`src/rtl/hh_pkg.sv`:
```
// Shared constants and types for the Hodgkin-Huxley gate sequencer.
package hh_pkg;

  // Q9.5 unsigned data path
  localparam int WIDTH    = 14;
  localparam int FRAC     = 5;
  localparam int ONE      = 1 << FRAC;
  localparam int DT_SHIFT = 3;

  // Signed accumulator width; wide enough that acc - (beta*x >> FRAC) never overflows
  localparam int ACC_W    = 25;

  // Reset values of the gates (Q9.5)
  localparam int N_INIT   = 10;
  localparam int M_INIT   = 2;
  localparam int H_INIT   = 19;

  // Gate index encoding
  localparam logic [1:0] GATE_N = 2'd0;
  localparam logic [1:0] GATE_M = 2'd1;
  localparam logic [1:0] GATE_H = 2'd2;

  typedef enum logic [2:0] {
    S_IDLE,
    S_SETTLE,
    S_MUL_A,
    S_MUL_B,
    S_DONE
  } state_t;

endpackage

```
`src/rtl/hh_euler_mac.sv`:
```
// Shared multiply/subtract unit for one forward-Euler gate update.
// Phase A (i_mul_b = 0): next acc = (rate * (ONE - x)) >> FRAC.
// Phase B (i_mul_b = 1): next x = clamp(x + ((acc - (rate * x >> FRAC)) >>> DT_SHIFT), 0, ONE).
module hh_euler_mac
  import hh_pkg::*;
#(
  parameter int WIDTH    = hh_pkg::WIDTH,
  parameter int FRAC     = hh_pkg::FRAC,
  parameter int DT_SHIFT = hh_pkg::DT_SHIFT
) (
  input  logic                    i_mul_b,
  input  logic [WIDTH-1:0]        i_rate,
  input  logic [WIDTH-1:0]        i_x,
  input  logic signed [ACC_W-1:0] i_acc,
  output logic signed [ACC_W-1:0] o_acc_next,
  output logic [WIDTH-1:0]        o_x_next
);

  localparam int PW = 2 * WIDTH;
  localparam logic [WIDTH-1:0]        ONE_W   = WIDTH'(1 << FRAC);
  localparam logic signed [ACC_W-1:0] ONE_ACC = ACC_W'(1 << FRAC);

  logic [WIDTH-1:0]        w_opb;
  logic [PW-1:0]           w_prod;
  logic signed [ACC_W-1:0] w_term;
  logic signed [ACC_W-1:0] w_d;
  logic signed [ACC_W-1:0] w_step;
  logic signed [ACC_W-1:0] w_sum;

  // Second operand: the closing fraction (ONE - x) for alpha, the gate itself for beta
  assign w_opb  = i_mul_b ? i_x : (ONE_W - i_x);
  assign w_prod = PW'(i_rate) * PW'(w_opb);
  assign w_term = $signed(ACC_W'(w_prod >> FRAC));

  assign o_acc_next = w_term;
  assign w_d        = i_acc - w_term;
  assign w_step     = w_d >>> DT_SHIFT;
  assign w_sum      = $signed({{(ACC_W-WIDTH){1'b0}}, i_x}) + w_step;

  // Keep the gate inside [0, ONE] so (ONE - x) stays non-negative next step
  always_comb begin
    o_x_next = WIDTH'(w_sum);
    if (w_sum[ACC_W-1]) begin
      o_x_next = '0;
    end else if (w_sum > ONE_ACC) begin
      o_x_next = ONE_W;
    end
  end

endmodule

```
`src/rtl/hh_gate_sequencer.sv`:
```
// Sequences one forward-Euler step of the n, m, h gates per start request.
// Latches the voltage for the rate evaluator, waits for the rates to settle,
// then updates n, m, h in turn through one shared multiply/subtract unit.
module hh_gate_sequencer
  import hh_pkg::*;
#(
  parameter int WIDTH         = hh_pkg::WIDTH,
  parameter int FRAC          = hh_pkg::FRAC,
  parameter int DT_SHIFT      = hh_pkg::DT_SHIFT,
  parameter int SETTLE_CYCLES = 2,
  parameter int N_INIT        = hh_pkg::N_INIT,
  parameter int M_INIT        = hh_pkg::M_INIT,
  parameter int H_INIT        = hh_pkg::H_INIT
) (
  input  logic             clk,
  input  logic             rst,
  input  logic             start,
  input  logic [WIDTH-1:0] voltage,
  output logic [WIDTH-1:0] v_to_rate,
  input  logic [WIDTH-1:0] alpha_n,
  input  logic [WIDTH-1:0] alpha_m,
  input  logic [WIDTH-1:0] alpha_h,
  input  logic [WIDTH-1:0] beta_n,
  input  logic [WIDTH-1:0] beta_m,
  input  logic [WIDTH-1:0] beta_h,
  output logic             busy,
  output logic             done,
  output logic [WIDTH-1:0] n_out,
  output logic [WIDTH-1:0] m_out,
  output logic [WIDTH-1:0] h_out
);

  state_t                  r_state;
  logic [3:0]              r_cnt;
  logic [1:0]              r_g;
  logic signed [ACC_W-1:0] r_acc;
  logic [WIDTH-1:0]        r_v;
  logic [WIDTH-1:0]        r_n;
  logic [WIDTH-1:0]        r_m;
  logic [WIDTH-1:0]        r_h;
  logic                    r_busy;
  logic                    r_done;

  logic                    w_mul_b;
  logic [WIDTH-1:0]        w_rate;
  logic [WIDTH-1:0]        w_x;
  logic [WIDTH-1:0]        w_x_next;
  logic signed [ACC_W-1:0] w_acc_next;

  assign w_mul_b = (r_state == S_MUL_B);

  // Route the selected gate and its alpha (phase A) or beta (phase B) to the shared unit
  always_comb begin
    w_x    = r_n;
    w_rate = w_mul_b ? beta_n : alpha_n;
    case (r_g)
      GATE_M: begin
        w_x    = r_m;
        w_rate = w_mul_b ? beta_m : alpha_m;
      end
      GATE_H: begin
        w_x    = r_h;
        w_rate = w_mul_b ? beta_h : alpha_h;
      end
      default: ;
    endcase
  end

  hh_euler_mac #(
    .WIDTH    (WIDTH),
    .FRAC     (FRAC),
    .DT_SHIFT (DT_SHIFT)
  ) u_mac (
    .i_mul_b    (w_mul_b),
    .i_rate     (w_rate),
    .i_x        (w_x),
    .i_acc      (r_acc),
    .o_acc_next (w_acc_next),
    .o_x_next   (w_x_next)
  );

  // Step FSM with registered busy/done; reset mid-step restores the gates and drops the step
  always_ff @(posedge clk) begin
    if (rst) begin
      r_state <= S_IDLE;
      r_cnt   <= '0;
      r_g     <= GATE_N;
      r_acc   <= '0;
      r_v     <= '0;
      r_n     <= WIDTH'(N_INIT);
      r_m     <= WIDTH'(M_INIT);
      r_h     <= WIDTH'(H_INIT);
      r_busy  <= 1'b0;
      r_done  <= 1'b0;
    end else begin
      r_done <= 1'b0;
      case (r_state)
        S_IDLE, S_DONE: begin
          if (start) begin
            r_v     <= voltage;
            r_cnt   <= 4'(SETTLE_CYCLES - 1);
            r_g     <= GATE_N;
            r_busy  <= 1'b1;
            r_state <= S_SETTLE;
          end else begin
            r_busy  <= 1'b0;
            r_state <= S_IDLE;
          end
        end
        S_SETTLE: begin
          if (r_cnt == 4'd0) begin
            r_state <= S_MUL_A;
          end else begin
            r_cnt <= r_cnt - 4'd1;
          end
        end
        S_MUL_A: begin
          r_acc   <= w_acc_next;
          r_state <= S_MUL_B;
        end
        S_MUL_B: begin
          case (r_g)
            GATE_N:  r_n <= w_x_next;
            GATE_M:  r_m <= w_x_next;
            default: r_h <= w_x_next;
          endcase
          if (r_g < GATE_H) begin
            r_g     <= r_g + 2'd1;
            r_state <= S_MUL_A;
          end else begin
            r_busy  <= 1'b0;
            r_done  <= 1'b1;
            r_state <= S_DONE;
          end
        end
        default: begin
          r_busy  <= 1'b0;
          r_state <= S_IDLE;
        end
      endcase
    end
  end

  assign v_to_rate = r_v;
  assign busy      = r_busy;
  assign done      = r_done;
  assign n_out     = r_n;
  assign m_out     = r_m;
  assign h_out     = r_h;

endmodule
```
`config.mk`:
```
export PLATFORM = sky130hd
export DESIGN_NAME = hh_gate_sequencer
export DESIGN_NICKNAME = d
export VERILOG_FILES = /design/src/rtl/hh_pkg.sv /design/src/rtl/hh_euler_mac.sv /design/src/rtl/hh_gate_sequencer.sv
export SDC_FILE = /design/constraint.sdc
export NUM_CORES = 1
export LEC_CHECK = 0
export BUFFER_PORTS_ARGS = -buffer_cell sky130_fd_sc_hd__clkbuf_2
export CORE_MARGIN = 4
export CORE_UTILIZATION = 40
export DETAILED_ROUTE_END_ITERATION = 16
export HOLD_SLACK_MARGIN = 0.05
export PLACE_DENSITY = 0.67
export SYNTH_ARGS = -nofsm -noshare
export SYNTH_HDL_FRONTEND = slang
export SYNTH_SLANG_ARGS = --single-unit
```
`constraint.sdc`:
```
create_clock -name clk -period 19.2 [get_ports clk]
set_input_delay 1.92 -clock clk [delete_from_list [all_inputs] [get_ports clk]]
set_output_delay 1.92 -clock clk [all_outputs]
set_load 0.02 [all_outputs]
```
## After elaboration in Yosys (flattened, before gate mapping)

Cells that the tools add are included.

- Add/sub/neg operators: 5
- Multiply operators: 1
- Order comparisons: 2
- Equal/unequal tests: 11
- Mux-type cells: 22
- Bitwise gates (word level): 3
- Reduce and logical (&&, ||, !) cells: 16

Operators with widths:

| cell | number |
|---|---|
| two-way mux 14 bit | 6 |
| one-hot mux 14 bit (2 select lines) | 2 |
| multiplier 14 x 14 -> 28 bit | 1 |
| > comparator 25 x 7 -> 1 bit, second input constant | 1 |
| subtractor 23 x 23 -> 24 bit | 1 |
| adder 15 x 21 -> 22 bit | 1 |
| subtractor 6 x 14 -> 14 bit, first input constant | 1 |
| one-hot mux 3 bit (4 select lines) | 1 |
| != test 2 bit, second input constant | 5 |
| AND reduction 2 bit | 5 |
| two-way mux 4 bit | 2 |
| one-hot mux 4 bit (2 select lines) | 1 |
| OR reduction 2 bit | 4 |
| == test 3 x 2 -> 1 bit, second input constant | 2 |
| two-way mux 3 bit | 2 |
| AND reduction 3 bit | 2 |
| zero test 4 bit | 1 |
| two-way mux 1 bit | 4 |
| two-way mux 2 bit | 2 |
| one-hot mux 2 bit (2 select lines) | 1 |
| nonzero test 2 bit | 2 |
| subtractor 4 x 1 -> 4 bit, second input constant | 1 |
| == test 3 x 1 -> 1 bit, second input constant | 1 |
| == test 3 bit, second input constant | 1 |
| 8 further kinds | 10 |

- Register bits: 90
- Input bits: 101
- Output and inout bits: 58
- Logic and storage cells: 70

## Logic depth before layout (Yosys ltp)

Gate-level depths: netlist of the first run.

- Depth after elaboration: 10
- Depth in mapped cells: 56
- Gate-level depth less buffers: 52

## Hierarchy

From an unflattened synthesis of the first run, not the netlist that was laid out.

- Cell total of the unflattened synthesis: 1693
- Area, all modules: 13530.5 um^2

Modules (own cells, without submodules):

| module | instances | cells each | area each (um^2) | sequential area each (um^2) |
|---|---|---|---|---|
| hh_euler_mac | 1 | 1149 | 9240.1 | 0.0 |
| hh_gate_sequencer | 1 | 544 | 4290.4 | 1841.8 |

## Worst setup path before layout of the first run

No wires, ideal clock.

- Kind: reg2reg
- From: register r_g[1]
- To: register r_h[0] (netlist: h_out[0])
- Setup time: 0.084 ns
- Arrival: 11.729 ns
- Data required time: 19.116 ns
- Setup slack: 7.387 ns
- Cell stages (with the launch flop): 49
- Buffers on the path: 3
- Clock period less this slack: 11.813 ns
- Cell sequence: dfxtp_1 -> inv_1 -> ha_1 -> clkbuf_1 -> clkbuf_1 -> a21oi_1 -> nor2_1 -> nand4_1 -> nand2_1 -> nand3_1 -> o41ai_1 -> xnor2_1 -> o21ai_0 -> fa_1 -> fa_1 -> inv_1 -> fa_1 -> fa_1 -> [... 13 more ...] -> nor3_1 -> nor2_1 -> maj3_1 -> nor2b_1 -> nor2_1 -> xnor2_1 -> ha_1 -> o21ai_0 -> nand3b_1 -> o21ai_0 -> or4_1 -> or4b_1 -> nor4_2 -> o211ai_1 -> nor3_1 -> o22ai_2 -> buf_6 -> o31ai_2

- Cells in the longest elaborated chain, start to end: 10
- Elaborated cells on any way between the ends: 16
- Classes of those cells: add/sub (3); mul (1); order compare (1); eq/ne (2); mux (5); bitwise (1); reduce/logical (3)

RTL lines:

| what | RTL line | RTL |
|---|---|---|
| start, declared | hh_gate_sequencer.sv:35 | `logic [1:0] r_g;` |
| start signal, assigned | hh_gate_sequencer.sv:128 | `r_g <= r_g + 2'd1;` |
| == test 2 bit or == test 2 x 1 -> 1 bit (tied branches) | hh_gate_sequencer.sv:56, hh_gate_sequencer.sv:122 |  |
| one-hot mux 14 bit (2 select lines) | hh_gate_sequencer.sv:56 | `case (r_g)` |
| subtractor 6 x 14 -> 14 bit | hh_euler_mac.sv:31 | `assign w_opb = i_mul_b ? i_x : (ONE_W - i_x);` |
| two-way mux 14 bit | hh_euler_mac.sv:31 |  |
| multiplier 14 x 14 -> 28 bit | hh_euler_mac.sv:32 | `assign w_prod = PW'(i_rate) * PW'(w_opb);` |
| subtractor 23 x 23 -> 24 bit | hh_euler_mac.sv:36 | `assign w_d = i_acc - w_term;` |
| adder 15 x 21 -> 22 bit | hh_euler_mac.sv:38 | `assign w_sum = $signed({{(ACC_W-WIDTH){1'b0}}, i_x}) + w_step;` |
| > comparator 25 x 7 -> 1 bit | hh_euler_mac.sv:45 | `end else if (w_sum > ONE_ACC) begin` |
| two-way mux 14 bit | hh_euler_mac.sv:45 |  |
| two-way mux 14 bit | hh_euler_mac.sv:43 | `if (w_sum[ACC_W-1]) begin` |
| end signal, assigned | hh_gate_sequencer.sv:92 | `r_h <= WIDTH'(H_INIT);` |
| end signal, assigned | hh_gate_sequencer.sv:125 | `default: r_h <= w_x_next;` |
| end, declared | hh_gate_sequencer.sv:40 | `logic [WIDTH-1:0] r_h;` |

Parallel ways exist; a longest one is shown, timed or not.
A chain may end at the register's enable or synchronous reset.

## Worst setup path in the final report of the first run

- From: register r_g[1]
- To: register r_m[2] (netlist: m_out[2])

- Cells in the longest elaborated chain, start to end: 10
- Elaborated cells on any way between the ends: 13
- Classes of those cells: add/sub (3); mul (1); order compare (1); eq/ne (2); mux (5); reduce/logical (1)

RTL lines:

| what | RTL line | RTL |
|---|---|---|
| == test 2 bit or == test 2 x 1 -> 1 bit (tied branches) | hh_gate_sequencer.sv:56, hh_gate_sequencer.sv:122 |  |
| one-hot mux 14 bit (2 select lines) | hh_gate_sequencer.sv:56 |  |
| subtractor 6 x 14 -> 14 bit | hh_euler_mac.sv:31 |  |
| two-way mux 14 bit | hh_euler_mac.sv:31 |  |
| multiplier 14 x 14 -> 28 bit | hh_euler_mac.sv:32 |  |
| subtractor 23 x 23 -> 24 bit | hh_euler_mac.sv:36 |  |
| adder 15 x 21 -> 22 bit | hh_euler_mac.sv:38 |  |
| > comparator 25 x 7 -> 1 bit | hh_euler_mac.sv:45 |  |
| two-way mux 14 bit | hh_euler_mac.sv:45 |  |
| two-way mux 14 bit | hh_euler_mac.sv:43 |  |
| end signal, assigned | hh_gate_sequencer.sv:91 | `r_m <= WIDTH'(M_INIT);` |
| end signal, assigned | hh_gate_sequencer.sv:124 | `GATE_M: r_m <= w_x_next;` |
| end, declared | hh_gate_sequencer.sv:39 | `logic [WIDTH-1:0] r_m;` |

Parallel ways exist; a longest one is shown, timed or not.

==> impl_metrics.toml, run 1 <==
[outcome]
status = "finished, final reports clean"

[clocking]
cts-root-buf = "clkbuf_16"
hold_buffers = 0
clk_pin_slew_ns = 0.08
clkLatencyLatePin_ns = 0.36
cts_buffer_depth = 2
cts_tree = "built"
numCtsBuffers = 9
h-tree-depth = 3
cts_setup_buffers = 0
cts-resized-gates = 0
cts.sinks = 90

[timing]
worst_pin_slew_ns = 1.31
fin_skew_ns = 0.0197
clock.fmax_mhz = 71.4
slew_viol_final = 0
final_hold_viol_count = 0
max_slew_margin = 0.121
fin_crit_sh = 0.730
fin_crit_ns = 14.01
hold_slack_ns = 0.455
setup_viol = 0
rsz0062_at_grt = "false"
tns_ns = 0

[critical_path]
cp-start-kind = "register"
critPathSlowestCell = "xnor2_1"
crit_path_end = "m_out[2]"
crit_cells = 42
cp_slowest_stage_delay_ns = 1.04
reg2reg_depth = 42
path_max_fanout = 30
crit_top_cell = "fa_1"
cp-end-kind = "register"
arrival_ns = 14.22
r2r-start = "r_g[1]"
crit_buf_inv = 3
crit_start = "r_g[1]"
r2r_slack_ns = 5.19
critPathTopFamily = "adder cells"
worst-setup-path-type = "reg -> reg"
cp.required_ns = 19.41
rr_endpoint = "m_out[2]"

[detailed_routing]
ant_nets = 0
wl_mm = 38.7
wl_per_cell_microns = 17.2
firstDrtPassIters = 5
avgViaCountPerCell = 5.43
route.detailed.drc = 0
drt_iter0_markers = 904
vias = 12195

[synth]
ys_ff_latch = 90
ys_seq_area_frac = 0.135
yosys_warnings = 0
syn_area_sq_um = 13300
ys_async_sr_fraction = 0
avgSynthCellArea_sq_um = 7.93
synth.distinct_cells = 81
synth_fp_nets = 2049
synth_cells = 1681
synth-main-ff-cell = "dfxtp_1"
synth_edf_count = 0

[cells_and_area]
insertedDiodeCount = 0
areaGrowthSynthToFinish_pct = 11.4
final.fill_count = 3282
final_area_sq_um = 14900
nNetsFinal = 2168
drive_gt1_frac = 0.131
finalNonFillerCells = 2247

[grt]
grt_max_degree = 75
grt_pass1_vias = 12007
overflow = 0
antenna_found_initial = 0
track_usage = 0.215
grt_pass1_wl_mm = 63.5

[place]
dp_hpwl_mm = 31.6
placed_area_sq_um = 14600
placedCellCount = 2231
portBuffers = 158
gp_congestion = 0.952

[die]
initial_utilization = 0.408
rows = 66
core-area_sq_um = 32700
die_y_microns = 191
die_area_sq_um = 36300
top_level_ports = 159
die_w_microns = 191

[min_path]
hold_class = "reg -> reg"

[job]
maxCapViolCount = 0
## through the flow
stage	util	setup slack (ns)
floorplan	-	7.39
global placement	0.445	5.53
detailed placement	0.445	5.39
CTS	0.454	5.34
global route	0.454	4.06
finish	0.454	5.19
## kinds of logic after synthesis
logic type | share of synthesized area
muxes | 0.0118
DFF | 0.135
adders and majority gates | 0.337
AOI/OAI and AO/OA | 0.177
xor gates and xnor gates | 0.0486
and+or+nand+nor | 0.214
buffers and inverters | 0.0764
## registers in the layout, summed over array words and instances (netlist names)
name,flops
r_cnt,4
busy,1
r_state,3
done,1
h_out,14
v_to_rate,14
r_g,2
r_acc,23
m_out,14
n_out,14
## cell usage after synthesis, drive strengths merged, types with 12 or more instances
cell | count | share of area
o31ai | 15 | 0.012
nor3 | 25 | 0.010
ha | 126 | 0.12
a211oi | 15 | 0.0084
a22oi | 20 | 0.011
clkbuf | 57 | 0.016
xor2 | 19 | 0.012
a21boi | 16 | 0.0090
xnor2 | 55 | 0.036
nand3 | 19 | 0.0071
buf | 13 | 0.0063
nand2 | 275 | 0.077
nand2b | 16 | 0.0075
dfxtp | 90 | 0.14
o21ai | 47 | 0.018
a21o | 25 | 0.014
a31oi | 14 | 0.0066
a21oi | 108 | 0.041
nor2 | 154 | 0.043
mux2i | 12 | 0.0093
nand3b | 14 | 0.0079
inv | 192 | 0.054
fa | 141 | 0.21
and2 | 56 | 0.026
## worst reg2reg max path, delay by kind of cell, from the launching register on
| kind | cells | cell delay [ns] |
|---|---|---|
| buffers and inverters | 3 | 0.15 |
| XOR/XNOR | 2 | 1.16 |
| AO/OA/AOI/OAI | 9 | 2.46 |
| flip-flops | 1 | 0.43 |
| adder cells (fa/ha/maj) | 11 | 5.62 |
| AND/OR/NAND/NOR | 17 | 4.03 |
## cells in the final DEF (no fill, tap or decap), types with 37 or more instances in the layout
| master | netlist | final |
|---|---|---|
| nand2_1 | 275 | 275 |
| inv_1 | 191 | 191 |
| clkbuf_2 | 0 | 158 |
| nor2_1 | 154 | 153 |
| fa_1 | 141 | 141 |
| ha_1 | 126 | 126 |
| a21oi_1 | 107 | 107 |
| dfxtp_1 | 90 | 90 |
| and2_1 | 56 | 56 |
| xnor2_1 | 55 | 55 |
| o21ai_0 | 37 | 37 |
## metal layers
layer / GRT usage / share of wire / routed length, microns
met4: 0.0541 / 0.026 / 1020
met5: 0 / 0 / 0
met2: 0.366 / 0.47 / 18100
met1: 0.290 / 0.45 / 17300
met3: 0.0298 / 0.059 / 2270
## worst min-delay path by stage
stage / startpoint / endpoint / depth (start not counted)
2_1_floorplan: r_acc[10] / r_acc[10] / 2
3_3_place_gp: v_to_rate[8] / v_to_rate[8] / 2
3_5_place_dp: v_to_rate[8] / v_to_rate[8] / 2
4_1_cts: v_to_rate[8] / v_to_rate[8] / 2
5_1_grt: v_to_rate[13] / v_to_rate[13] / 2
6_report: v_to_rate[10] / v_to_rate[10] / 2
## cell type report
type | instances | area (sq um) | area share
multi-input combinational | 1329 | 10500 | 0.709
sequential | 90 | 1800 | 0.121
timing repair buffer | 178 | 941 | 0.0633
inverter | 192 | 721 | 0.0485
tap | 442 | 553 | 0.0372
clock buffer | 9 | 225 | 0.0152
clock inverter | 7 | 78.8 | 0.00531
Power of run 1 is not shown: default switching activity piles up to over one toggle a cycle in this logic, so the estimate is an artifact.
==> run 2, diff against run 1 <==
==> constraint.sdc (replaced) <==
create_clock -name clk -period 14.7 [get_ports clk]
set_input_delay 1.47 -clock clk [delete_from_list [all_inputs] [get_ports clk]]
set_output_delay 1.47 -clock clk [all_outputs]
set_load 0.02 [all_outputs]
==> run 2 against run 1 <==
Routed wire length rose by 0.22%. Count of clock-buffer cells in the layout stayed put. Non-clock buffer count increased by 3. Die area is the same. Critical endpoint is now n_out[2]. First-iteration DRC count shrank 25%. Worst setup slack lost 4.2 ns.
==> impl_metrics.toml, run 2 (synthesized netlist as in run 1, its figures left out) <==
[cells_and_area]
areaGrowthSynthToFinish_pct = 11.7
largest_register_ffs = 23
drive_gt1_frac = 0.133
largest-register = "r_acc"
final_common_cell = "nand2_1"
post-route-util = 0.455
insertedDiodeCount = 0
layout_common_cells = "nand2_1, inv_1, clkbuf_2"
nNetsFinal = 2171
final.fill_count = 3264

[place]
dp_hpwl_mm = 31.7
gp_congestion = 0.914
portBuffers = 158
dp_slack_ns = 1.24

[detailed_routing]
wl_mm = 38.8
drt_iter0_markers = 681
firstDrtPassIters = 5
wl_per_cell_microns = 17.3
vias = 12094
ant_nets = 0
route.detailed.drc = 0
avgViaCountPerCell = 5.38

[timing]
fin_crit_ns = 13.75
clock.fmax_mhz = 72.7
rsz0062_at_grt = "false"
fin_ws_ns = 0.950
max_slew_margin = 0.239
tns_ns = 0
fin_crit_sh = 0.935
setup_viol = 0
final_hold_viol_count = 0
worst_pin_slew_ns = 1.14
slew_viol_final = 0
fin_skew_ns = 0.0162

[critical_path]
reg2reg_depth = 49
worst-setup-path-type = "reg -> reg"
cp-end-kind = "register"
cp-start-kind = "register"
crit_top_cell = "inv_1"
critPathSlowestCell = "ha_1"
cp.required_ns = 14.94
arrival_ns = 13.99
cp_slowest_stage_delay_ns = 0.95
path_max_fanout = 30

[clocking]
clkLatencyLatePin_ns = 0.36
h-tree-depth = 3
numCtsBuffers = 9
cts-root-buf = "clkbuf_16"
cts_setup_buffers = 0
cts_tree = "built"
cts-resized-gates = 0
clk_pin_slew_ns = 0.08
cts_buffer_depth = 2
hold_buffers = 0
cts.sinks = 90

[grt]
track_usage = 0.215
antenna_found_initial = 0
grt_pass1_wl_mm = 63.7
overflow = 0
grt_max_degree = 75
grt_pass1_vias = 12258

[min_path]
hold_class = "reg -> reg"
hold_depth = 2

[die]
die_w_microns = 191
die_y_microns = 191
core-area_sq_um = 32700
die_area_sq_um = 36300
initial_utilization = 0.408
top_level_ports = 159
rows = 66

[job]
maxCapViolCount = 0

[outcome]
status = "finished, final reports clean"
## run 2: area by class of cell
type,count,area [sq um],share of cell area
tap,442,553,0.0372
timing repair buffer,181,963,0.0647
multi-input combinational,1329,10500,0.708
clock inverter,7,80.1,0.00538
clock buffer,9,225,0.0151
sequential,90,1800,0.121
inverter,192,721,0.0484
## run 2: critical path: cells and delay by family, from the launching register on
family          cells  cell delay, ns
flops               1            0.45
buf+inv             8            0.65
xor+xnor            3            0.60
fa+ha+maj          10            5.12
compound gates     17            4.40
simple gates       11            2.36
## run 2: worst paths after layout
path | startpoint | end | slack (ns)
setup reg to reg | r_g[1] | n_out[2] | 0.95
setup / recovery | r_g[1] | n_out[2] | 0.95
hold reg to reg | v_to_rate[8] | v_to_rate[8] | 0.46
hold / removal | v_to_rate[8] | v_to_rate[8] | 0.46
## run 2: routing by layer
metal  global-route usage  part of all wire  routed length, microns  up-vias
li1                     -                 -                       -     5859
met1                0.286              0.44                   17100     5777
met2                0.369              0.48                   18500      387
met3               0.0278             0.055                    2120       71
met4               0.0597             0.028                    1080        0
met5                    0                 0                       0        -
## run 2: metrics by stage
step | area (sq um) | hold slack, ns | instances
detailed placement | 14600 | 0.446 | 2234
global placement | 14600 | 0.443 | 2234
floorplan | 13300 | 0.461 | 1681
CTS | 14900 | 0.457 | 2250
finish | 14900 | 0.456 | 2250
global route | 14900 | 0.480 | 2250
Power of run 2 is left out for the same reason.
==> run 3, diff against run 2 <==
==> constraint.sdc (replaced) <==
create_clock -name clk -period 14.7 [get_ports clk]
set_input_delay 2.94 -clock clk [delete_from_list [all_inputs] [get_ports clk]]
set_output_delay 2.94 -clock clk [all_outputs]
set_load 0.02 [all_outputs]
==> run 3 against run 2 <==
Sequential cell count did not move. First-iteration DRC count rose by 23%. Cell count rose by 0.49%. Core utilization rose by 0.23 points. Global-route usage barely moved. Maximum frequency fell by 1.5%. Die area did not move. Clock skew fell by 0.0045 ns. Critical path depth fell by 3. Critical path type is now in -> reg. Critical endpoint is now m_out[2].
==> impl_metrics.toml, run 3 (synthesized netlist as in run 1, its figures left out) <==
[outcome]
status = "finished, final reports clean"

[critical_path]
cp-start-kind = "input port"
crit_top_cell = "inv_1"
cp-end-kind = "register"
r2r_slack_ns = 1.12
rr_endpoint = "m_out[2]"
cp_slowest_stage_delay_ns = 0.55
critPathSlowestCell = "fa_1"
worst-setup-path-type = "in -> reg"
arrival_ns = 14.21
reg2reg_depth = 50
cp.required_ns = 14.95
r2r-start = "r_g[1]"
path_max_fanout = 15

[die]
die_y_microns = 191
core-area_sq_um = 32700
top_level_ports = 159
die_area_sq_um = 36300
initial_utilization = 0.408
rows = 66
die_w_microns = 191

[min_path]
hold_path_end = "v_to_rate[8]"
hold_class = "reg -> reg"
hold_depth = 2
holdCritStartpoint = "v_to_rate[8]"

[timing]
tns_ns = 0
clock.fmax_mhz = 71.6
slew_viol_final = 0
fin_skew_ns = 0.0117
fin_crit_sh = 0.950
worst_pin_slew_ns = 0.921
rsz0062_at_grt = "false"
max_slew_margin = 0.383
fin_crit_ns = 13.96
fin_ws_ns = 0.736
final_hold_viol_count = 0
setup_viol = 0

[clocking]
cts.sinks = 90
cts_tree = "built"
clkLatencyLatePin_ns = 0.36
h-tree-depth = 3
clk_pin_slew_ns = 0.08
cts-root-buf = "clkbuf_16"
numCtsBuffers = 9
cts_buffer_depth = 2

[detailed_routing]
wl_per_cell_microns = 17.2
ant_nets = 0
firstDrtPassIters = 5
route.detailed.drc = 0
avgViaCountPerCell = 5.44
drt_iter0_markers = 841
vias = 12295
wl_mm = 39.0

[grt]
overflow = 0
grt_pass1_vias = 12455
grt_use_met1 = 0.278
grt_pass1_wl_mm = 63.5
track_usage = 0.215
grt_busiest_layer = "met2"
grt_max_degree = 75
antenna_found_initial = 0
grt_use_met3 = 0.0315
grtUsageMet2 = 0.368

[job]
maxCapViolCount = 0

[place]
portBuffers = 158
dp_hpwl_mm = 31.7
gp_congestion = 0.953
placedCellCount = 2245
dp_slack_ns = 0.356

[cells_and_area]
finalNonFillerCells = 2261
nNetsFinal = 2182
areaGrowthSynthToFinish_pct = 12.2
layout_common_cells = "nand2_1, inv_1, clkbuf_2"
insertedDiodeCount = 0
largest_register_ffs = 23
drive_gt1_frac = 0.137
final_common_cell = "nand2_1"
largest-register = "r_acc"
-- run 3: cell types whose count changed in the layout (fill, tap and decap cells not counted), moves of 2 or more --
| cell | previous run | this run |
|---|---|---|
| a31oi_1 | 11 | 13 |
| a31oi_2 | 3 | 1 |
| buf_4 | 23 | 34 |
| clkinv_4 | 0 | 2 |
-- run 3: what timing repair did --
action                                  in CTS  in global routing
buffers inserted                             0                  0
hold buffers                                 0                  0
gates resized for setup                      0                  3
endpoints found under the setup margin       0                  6
-- run 3: cell type report --
type / instances / area [sq um]
sequential: 90 / 1800
inverter: 192 / 721
clock buffer: 9 / 225
tap: 442 / 553
clock inverter: 7 / 76.3
timing repair buffer: 192 / 1050
multi-input combinational: 1329 / 10500
fill: 3289 / 17700
-- run 3: worst max-delay path by stage --
stage / from / to / slack (ns) / cells after the start
floorplan: alpha_m[5] / h_out[0] / 1.88 / 48
global placement: alpha_m[5] / h_out[2] / 0.60 / 47
detailed placement: alpha_m[5] / m_out[2] / 0.36 / 47
CTS: alpha_m[5] / m_out[2] / 0.64 / 46
global route: alpha_m[3] / h_out[2] / 0.005 / 48
finish: alpha_m[5] / m_out[2] / 0.74 / 46
-- run 3: routing by layer --
| metal | wire length [microns] | share of wire |
|---|---|---|
| met1 | 16800 | 0.43 |
| met2 | 18500 | 0.47 |
| met3 | 2420 | 0.062 |
| met4 | 1260 | 0.032 |
| met5 | 0 | 0 |
-- run 3: per-stage QoR --
| stage | area [sq um] | hold slack, ns | utilization |
|---|---|---|---|
| 2_1_floorplan | 13300 | 0.461 | - |
| 3_3_place_gp | 14600 | 0.442 | 0.448 |
| 3_5_place_dp | 14600 | 0.447 | 0.448 |
| 4_1_cts | 14900 | 0.458 | 0.457 |
| 5_1_grt | 15000 | 0.478 | 0.457 |
| 6_report | 15000 | 0.456 | 0.457 |
-- run 3: critical path, delay by kind of cell --
kind,cells,cell delay [ns]
buffers and inverters,8,0.54
AND/OR/NAND/NOR,11,2.49
AO/OA/AOI/OAI,16,3.64
XOR/XNOR,2,0.41
adder cells (fa/ha/maj),9,4.18
Power of run 3 is left out for the same reason.
